File: config.mk
export PLATFORM = sky130hd
export DESIGN_NAME = load_store_unit
export DESIGN_NICKNAME = d
export VERILOG_FILES = /design/src/rtl/load_store_unit_pkg.sv /design/src/rtl/lsu_align.sv /design/src/rtl/load_store_unit.sv
export SDC_FILE = /design/constraint.sdc
export NUM_CORES = 1
export LEC_CHECK = 0
export ABC_AREA = 1
export BUFFER_PORTS_ARGS = -buffer_cell sky130_fd_sc_hd__buf_2
export CAP_MARGIN = 0
export CELL_PAD_IN_SITES_DETAIL_PLACEMENT = 1
export CELL_PAD_IN_SITES_GLOBAL_PLACEMENT = 1
export CORE_MARGIN = 2
export CORE_UTILIZATION = 28
export CTS_BUF_LIST = sky130_fd_sc_hd__clkbuf_4
export CTS_CLUSTER_SIZE = 12
export DETAILED_ROUTE_END_ITERATION = 8
export MAX_ROUTING_LAYER = met4
export PLACE_DENSITY_LB_ADDON = 0.1
export SLEW_MARGIN = 40
export SYNTH_ARGS = -nofsm -noshare
export SYNTH_HDL_FRONTEND = slang
export SYNTH_SLANG_ARGS = --single-unit
File: constraint.sdc
create_clock -name clk -period 4 [get_ports clk]
set_clock_uncertainty 0.15 [all_clocks]
set_input_delay 0.4 -clock clk [delete_from_list [all_inputs] [get_ports clk]]
set_output_delay 0.4 -clock clk [all_outputs]
set_load 0.01 [all_outputs]
File: src/rtl/load_store_unit_pkg.sv
// Shared encodings for the load/store unit: Funct3 access sizes, FSM states
// and the alignment legality check used by the top-level FSM.
package load_store_unit_pkg;

  localparam logic [2:0] F3_B  = 3'b000;
  localparam logic [2:0] F3_H  = 3'b001;
  localparam logic [2:0] F3_W  = 3'b010;
  localparam logic [2:0] F3_BU = 3'b100;
  localparam logic [2:0] F3_HU = 3'b101;

  typedef enum logic [1:0] {
    ST_IDLE,
    ST_BUSY,
    ST_DONE
  } lsu_state_e;

  // Undefined Funct3 encodings are treated as illegal, same as misaligned.
  function automatic logic is_misaligned(input logic [2:0] f3, input logic [1:0] off);
    logic bad;
    case (f3)
      F3_B, F3_BU: bad = 1'b0;
      F3_H, F3_HU: bad = off[0];
      F3_W:        bad = (off != 2'b00);
      default:     bad = 1'b1;
    endcase
    return bad;
  endfunction

endpackage

File: src/rtl/lsu_align.sv
// Byte-lane steering: store replication and byte enables, load lane select
// and sign/zero extension. Purely combinational.
module lsu_align
  import load_store_unit_pkg::*;
(
  input  logic [2:0]  st_funct3_i,
  input  logic [1:0]  st_off_i,
  input  logic [31:0] st_data_i,
  input  logic [2:0]  ld_funct3_i,
  input  logic [1:0]  ld_off_i,
  input  logic [31:0] ld_word_i,
  output logic [31:0] st_lanes_o,
  output logic [3:0]  st_be_o,
  output logic [31:0] ld_data_o
);

  logic [7:0]  ld_byte;
  logic [15:0] ld_half;

  always_comb begin
    st_lanes_o = st_data_i;
    st_be_o    = 4'b1111;
    case (st_funct3_i[1:0])
      2'b00: begin
        st_lanes_o = {4{st_data_i[7:0]}};
        st_be_o    = 4'b0001 << st_off_i;
      end
      2'b01: begin
        st_lanes_o = {2{st_data_i[15:0]}};
        st_be_o    = 4'b0011 << st_off_i;
      end
      default: ;
    endcase
  end

  assign ld_byte = ld_word_i[{ld_off_i, 3'b000} +: 8];
  assign ld_half = ld_off_i[1] ? ld_word_i[31:16] : ld_word_i[15:0];

  always_comb begin
    ld_data_o = ld_word_i;
    case (ld_funct3_i)
      F3_B:    ld_data_o = {{24{ld_byte[7]}}, ld_byte};
      F3_BU:   ld_data_o = {24'b0, ld_byte};
      F3_H:    ld_data_o = {{16{ld_half[15]}}, ld_half};
      F3_HU:   ld_data_o = {16'b0, ld_half};
      default: ld_data_o = ld_word_i;
    endcase
  end

endmodule

File: src/rtl/load_store_unit.sv
// M-stage load/store unit: IDLE/BUSY/DONE bus sequencer with timeout, stalls the
// pipeline for the whole bus transaction and releases it for one DONE cycle.
module load_store_unit
  import load_store_unit_pkg::*;
#(
  parameter int TIMEOUT = 255
) (
  input  logic        clk,
  input  logic        reset,
  input  logic        MemReadM,
  input  logic        MemWriteM,
  input  logic [2:0]  Funct3M,
  input  logic [31:0] ALUResultM,
  input  logic [31:0] WriteDataM,
  output logic [31:0] ReadDataM,
  output logic        StallM,
  output logic        MisalignM,
  output logic        BusErrM,
  output logic        mem_req,
  output logic        mem_we,
  output logic [31:0] mem_addr,
  output logic [31:0] mem_wdata,
  output logic [3:0]  mem_be,
  input  logic        mem_ack,
  input  logic [31:0] mem_rdata
);

  localparam int CNT_W = $clog2(TIMEOUT + 1);

  lsu_state_e       state_q;
  logic [CNT_W-1:0] cnt_q;
  logic [31:0]      data_q;
  logic             berr_q;
  logic [2:0]       f3_q;
  logic [1:0]       off_q;

  logic        access;
  logic        misalign;
  logic [31:0] st_lanes;
  logic [3:0]  st_be;
  logic [31:0] ld_data;

  assign access   = MemReadM | MemWriteM;
  assign misalign = is_misaligned(Funct3M, ALUResultM[1:0]);

  lsu_align u_align (
    .st_funct3_i (Funct3M),
    .st_off_i    (ALUResultM[1:0]),
    .st_data_i   (WriteDataM),
    .ld_funct3_i (f3_q),
    .ld_off_i    (off_q),
    .ld_word_i   (mem_rdata),
    .st_lanes_o  (st_lanes),
    .st_be_o     (st_be),
    .ld_data_o   (ld_data)
  );

  always_ff @(posedge clk or posedge reset) begin
    if (reset) begin
      state_q   <= ST_IDLE;
      cnt_q     <= '0;
      data_q    <= '0;
      berr_q    <= 1'b0;
      f3_q      <= '0;
      off_q     <= '0;
      mem_req   <= 1'b0;
      mem_we    <= 1'b0;
      mem_addr  <= '0;
      mem_wdata <= '0;
      mem_be    <= '0;
    end else begin
      case (state_q)
        ST_IDLE: begin
          if (access && !misalign) begin
            state_q   <= ST_BUSY;
            cnt_q     <= '0;
            berr_q    <= 1'b0;
            f3_q      <= Funct3M;
            off_q     <= ALUResultM[1:0];
            mem_req   <= 1'b1;
            mem_we    <= MemWriteM;
            mem_addr  <= {ALUResultM[31:2], 2'b00};
            mem_wdata <= st_lanes;
            mem_be    <= st_be;
          end
        end
        ST_BUSY: begin
          if (mem_ack) begin
            state_q <= ST_DONE;
            mem_req <= 1'b0;
            data_q  <= mem_we ? '0 : ld_data;
          end else if (cnt_q == CNT_W'(TIMEOUT - 1)) begin
            state_q <= ST_DONE;
            mem_req <= 1'b0;
            data_q  <= '0;
            berr_q  <= 1'b1;
          end else begin
            cnt_q <= cnt_q + CNT_W'(1);
          end
        end
        ST_DONE: state_q <= ST_IDLE;
        default: state_q <= ST_IDLE;
      endcase
    end
  end

  // Stall asserts combinationally in IDLE so the access is held in M until accepted.
  assign StallM    = (state_q == ST_BUSY) || ((state_q == ST_IDLE) && access && !misalign);
  assign MisalignM = (state_q == ST_IDLE) && access && misalign;
  assign BusErrM   = (state_q == ST_DONE) && berr_q;
  assign ReadDataM = (state_q == ST_DONE) ? data_q : 32'h0;

endmodule

== After elaboration in Yosys (flattened, before gate mapping) ==
Cells that the tools add are included.

* Add/subtract/negate cells: 1
* Eq/ne operators: 16
* Shifts and indexed selects: 3
* Multiplexer cells: 25
* Bitwise gates (word level): 1
* Reduce and logical (&&, ||, !) cells: 22

{| class="wikitable"
|+ Operator list
! kind !! number
|-
| 2-to-1 mux 32 bit || 4
|-
| one-hot mux 32 bit (4 select lines) || 1
|-
| one-hot mux 32 bit (2 select lines) || 1
|-
| indexed part select 32 x 6 -> 8 bit || 1
|-
| 2-to-1 mux 8 bit || 3
|-
| 2-to-1 mux 16 bit || 1
|-
| one-hot mux 8 bit (2 select lines) || 1
|-
| equality test 3 bit (second input constant) || 4
|-
| adder 8 x 1 -> 8 bit (second input constant) || 1
|-
| equality test 8 bit (second input constant) || 1
|-
| != test 2 bit (second input constant) || 4
|-
| one-hot mux 4 bit (2 select lines) || 1
|-
| AND reduction 4 bit || 2
|-
| equality test 3 x 1 -> 1 bit (second input constant) || 2
|-
| zero test 3 bit || 2
|-
| 2-to-1 mux 1 bit || 6
|-
| 2-to-1 mux 2 bit || 3
|-
| AND reduction 2 bit || 3
|-
| nonzero test 2 bit || 3
|-
| logical AND 1 bit || 5
|-
| equality test 2 x 1 -> 1 bit (second input constant) || 2
|-
| zero test 2 bit || 2
|-
| one-hot mux 1 bit (2 select lines) || 2
|-
| one-hot mux 2 bit (2 select lines) || 1
|-
| 11 further kinds || 12
|}

* Bits in registers: 116
* Bits of input ports: 104
* Output and inout port bits: 105
* Word-level logic and storage cells: 79

== Logic depth before layout (Yosys ltp) ==
* Depth in word-level cells: 7
* Gate-level depth with buffers: 9
* Mapped depth without buffers: 9

== Modules after synthesis ==
From an unflattened synthesis, not the netlist that was laid out.

* Cells, all modules: 854
* Area, all modules: 6239.7 µm²

{| class="wikitable"
|+ By module, submodules not included
! module !! times used !! cells an instance !! area an instance (µm²) !! seq. area each (µm²)
|-
| load_store_unit || 1 || 572 || 4936.0 || 2902.8
|-
| lsu_align || 1 || 282 || 1303.8 || 0.0
|}

== Least setup slack after synthesis ==
No wires, ideal clock.

* Path type: input-to-output
* Start: in MemWriteM
* End: out StallM
* Arrival time: 1189 ps
* Data required time: 3450 ps
* Path slack: 2261 ps
* Cell stages on the path: 6
* Path buffers: 2
* Cells stage by stage: nor2_1 nor3_1 nand3_2 buf_8 buf_6 nand2_1

* Longest elaborated chain between the ends: 4

{| class="wikitable"
|+ Ends and longest elaborated chain
! item !! RTL line !! source
|-
| from (decl) || load_store_unit.sv:11 || <nowiki>input logic MemWriteM,</nowiki>
|-
| bitwise OR 1 bit || load_store_unit.sv:43 || <nowiki>assign access = MemReadM | MemWriteM;</nowiki>
|-
| logical AND 1 bit (2 in a row) || load_store_unit.sv:108 || <nowiki>assign StallM = (state_q == ST_BUSY) || ((state_q == ST_IDLE) && access && !misalign);</nowiki>
|-
| logical OR 1 bit || load_store_unit.sv:108 ||
|-
| to (decl) || load_store_unit.sv:16 || <nowiki>output logic StallM,</nowiki>
|}

No other way between the ends.

== Final worst setup path ==
* Start: in ALUResultM[0]
* End: out StallM

* Longest elaborated chain between the ends: 5

{| class="wikitable"
|+ Ends and longest elaborated chain
! item !! RTL line !! source
|-
| from (decl) || load_store_unit.sv:13 || <nowiki>input logic [31:0] ALUResultM,</nowiki>
|-
| nonzero test 2 bit || load_store_unit_pkg.sv:23 || <nowiki>F3_W: bad = (off != 2'b00);</nowiki>
|-
| one-hot mux 1 bit (3 select lines) * || load_store_unit_pkg.sv:20 || <nowiki>case (f3)</nowiki>
|-
| zero test 1 bit * || load_store_unit.sv:108 ||
|-
| logical AND 1 bit * || load_store_unit.sv:108 ||
|-
| logical OR 1 bit * || load_store_unit.sv:108 ||
|}

Every way passes the cells marked *; elsewhere a longest branch is shown, timed or not.

==> metrics.yaml <==
worst_setup_path:
  crit_fanout: 38
  worstSetupStartpointType: "primary input"
  endpoint_kind: "primary output"
  path_buf_inv: 4
  cp.arrival_ns: 2.53
  path_class: "primary input to primary output"
  slowest_stage: "dlygate4sd3_1"
  cp_slowest_stage_delay_ns: 0.55
  critPathTopFamily: "buffers and inverters"
  crit_required_ns: 3.45
  path_cells: "dlygate4sd3_1 > buf_2 > nor2_1 > nand3_1 > nand2_1 > nand3_4 > buf_4 > nand2_1 > buf_2"
global_routing:
  grt_overflow: 0
  grt_max_degree: 67
  grt_pass1_wl_mm: 31.7
  grt_pass1_vias: 5966
  grt_antenna_before_repair: 1
  grt_use_total: 0.188
logic_synthesis:
  synth.ff_latch_count: 116
  seq_area_frac_synth: 0.488
  syn_inst: 782
  synth_area_sq_um: 5950
  yosys_warnings: 0
  yosysTopAreaCell: "dfrtp_1"
  ys_types: 34
  yosys.area.top_type_share: 0.488
  ys_top_cells_by_area: "dfrtp_1 49%, nand2_1 17%, o21ai_0 5.6%"
  synth.avg_cell_area_sq_um: 7.60
clock_tree:
  cts_resized: 0
  clk_path_buf_depth: 2
  cts.sinks: 116
  cts_root_buf: "clkbuf_4"
  insertion_delay_ns: 0.53
  cts_tree: "yes"
  post-cts-setup-buffers: 0
  clk_pin_slew_ns: 0.10
  cts_buffers: 17
  cts_htree_levels: 4
timing:
  finalSetupTns_ns: 0
  fmax_mhz: 325
  post-route-period-util: 0.770
  setup_viol: 0
  hold_viol: 0
  grt_setup_unrepaired: "no"
  maxSlewViolCount: 0
  min_period_ns: 3.08
  relSlewSlack: 0.520
  tightest_slew_ns: 0.721
layout:
  final_nets: 1140
  seq_area_sq_um: 2900
  drive_above_1_share: 0.251
  syn2layout_area_growth_pct: 35.4
  fillers: 2680
  final_cell_mix: "264 x nand2_1, 206 x buf_2, 115 x dfrtp_1, 83 x inv_1, 66 x o21ai_0"
  final_common_cell: "nand2_1"
  multi_input_area_sq_um: 2450
  finalCoreUtilization: 0.384
run:
  drv_cap: 0
routing:
  drtAntennaViolNets: 0
  drc: 0
  wl_per_cell_microns: 15.1
  vias: 5886
  vias_per_cell: 4.45
  wl_mm: 20.0
  dr.pass1.iters: 4
  drt_iter0_drc: 221
die:
  top_level_ports: 209
  rows: 53
  die_width_microns: 150
  die-area_sq_um: 22400
  die_y_microns: 150
  start_util: 0.284
  core_area_sq_um: 21000
placement:
  place_hpwl_mm: 14.1
  place_congestion: 0.736
  portBuffers: 206
power:
  peakVddDrop_mv: 0.197
  cellPowerDensity_nw_per_um2: 555
  p_int_mw: 2.70
  pwr-share-comb: 0.374
  switching_power_mw: 1.76
  p_clk_frac: 0.214
  p_seq_frac: 0.412
  finalPower_mw: 4.46
  swShare: 0.395
  p_leak_nw: 4.32
status:
  outcome: "completed"
hold_path:
  hp-class: "primary input to flop"
-- cells by family after synthesis --
kind of cell / after synthesis / synth area share
other cells: 1 / 0.000631
simple gates: 385 / 0.266
compound gates: 146 / 0.134
flops: 116 / 0.488
xor+xnor: 4 / 0.00589
buf+inv: 128 / 0.101
fa+ha+maj: 2 / 0.00421
-- final timing paths --
| path | startpoint | to | slack [ns] | cells past startpoint |
|---|---|---|---|---|
| worst max register to register | state_q[0]$_DFFE_PP0P_ | berr_q$_DFFE_PP0P_ | 1.66 | 4 |
| max in group asynchronous | reset | off_q[1]$_DFFE_PP0P_ | 2.48 | 4 |
| worst min register to register | mem_addr[18]$_DFFE_PP0P_ | mem_addr[18]$_DFFE_PP0P_ | 0.33 | 2 |
| worst max-delay path | ALUResultM[0] | StallM | 0.92 | 9 |
| min in group asynchronous | reset | mem_addr[3]$_DFFE_PP0P_ | 0.38 | 3 |
| worst min-delay path | WriteDataM[16] | mem_wdata[16]$_DFFE_PP0P_ | 0.05 | 5 |
-- power by group through the flow --
stage,Combinational [mW],Clock (mW),Sequential [mW]
finish,1.67,0.953,1.84
CTS,1.71,1.01,1.84
detailed placement,1.66,0,1.86
global placement,1.63,0,1.86
floorplan,0.982,0,1.91
global route,1.90,1.06,1.90
-- worst register-to-register path: stages (launching register included) --
cell	delay [ns]
dfrtp_1	0.41
nor3_1	0.35
nand3_4	0.42
inv_2	0.69
o22ai_1	0.17
-- metrics by stage --
step / instance area, sq um / setup slack, ns / cells / hold WS, ns
after floorplan: 5950 / 0.378 / 783 / 0.299
after global placement: 7110 / 1.35 / 1228 / 0.308
after detailed placement: 7110 / 1.30 / 1228 / 0.311
after CTS: 8040 / 0.847 / 1321 / 0.00109
after global routing: 8050 / 0.732 / 1323 / 0.0230
final: 8050 / 0.920 / 1324 / 0.0506
-- cells in the mapped netlist --
library cell	instances
buf_1	2
buf_8	2
a21boi_0	1
ha_1	2
nand2_2	4
nor2_2	2
clkbuf_1	12
nand4_1	2
a21oi_1	46
o21ai_0	66
o21ai_1	7
a31oi_1	2
buf_6	9
dfrtp_1	116
buf_2	13
nor2_4	2
conb_1	1
nor3_1	1
nand3_4	1
inv_1	84
nand3_1	42
xor2_1	4
nand3_2	2
inv_4	1
nor2_1	61
nand3b_1	1
nand2_4	2
o22ai_1	5
o211ai_1	13
o21ai_2	6
or2_2	1
buf_4	3
nand2_1	264
inv_2	2
-- final cells by class --
cell class	count	share of cell area
Antenna cell	3	0.000933
Clock buffer	19	0.0177
Clock inverter	12	0.0202
Inverter	87	0.0412
Multi-Input combinational cell	539	0.305
Sequential cell	116	0.361
Tap cell	275	0.0428
Timing Repair Buffer	273	0.211
-- metal layers --
layer / part of all wire / vias up / wire, microns / GRT usage
met5: 0 / - / 0 / -
met1: 0.44 / 2744 / 8710 / 0.228
met3: 0.057 / 28 / 1130 / 0.0479
met2: 0.49 / 145 / 9810 / 0.308
li1: - / 2969 / - / -
met4: 0.017 / 0 / 350 / 0.0561
-- registers in the layout, indices dropped and copies added, names as in the netlist, 2 cells and up --
register and count:
mem_be 4, off_q 2, f3_q 3, mem_addr 30
data_q 32, state_q 2, mem_wdata 32, cnt_q 8
-- repair_timing --
item	CTS	global route
hold buffers	62	0
endpoints found under the hold margin	111	0
setup endpoints to repair	0	0
No activity file was read; power rests on OpenSTA's default activity.
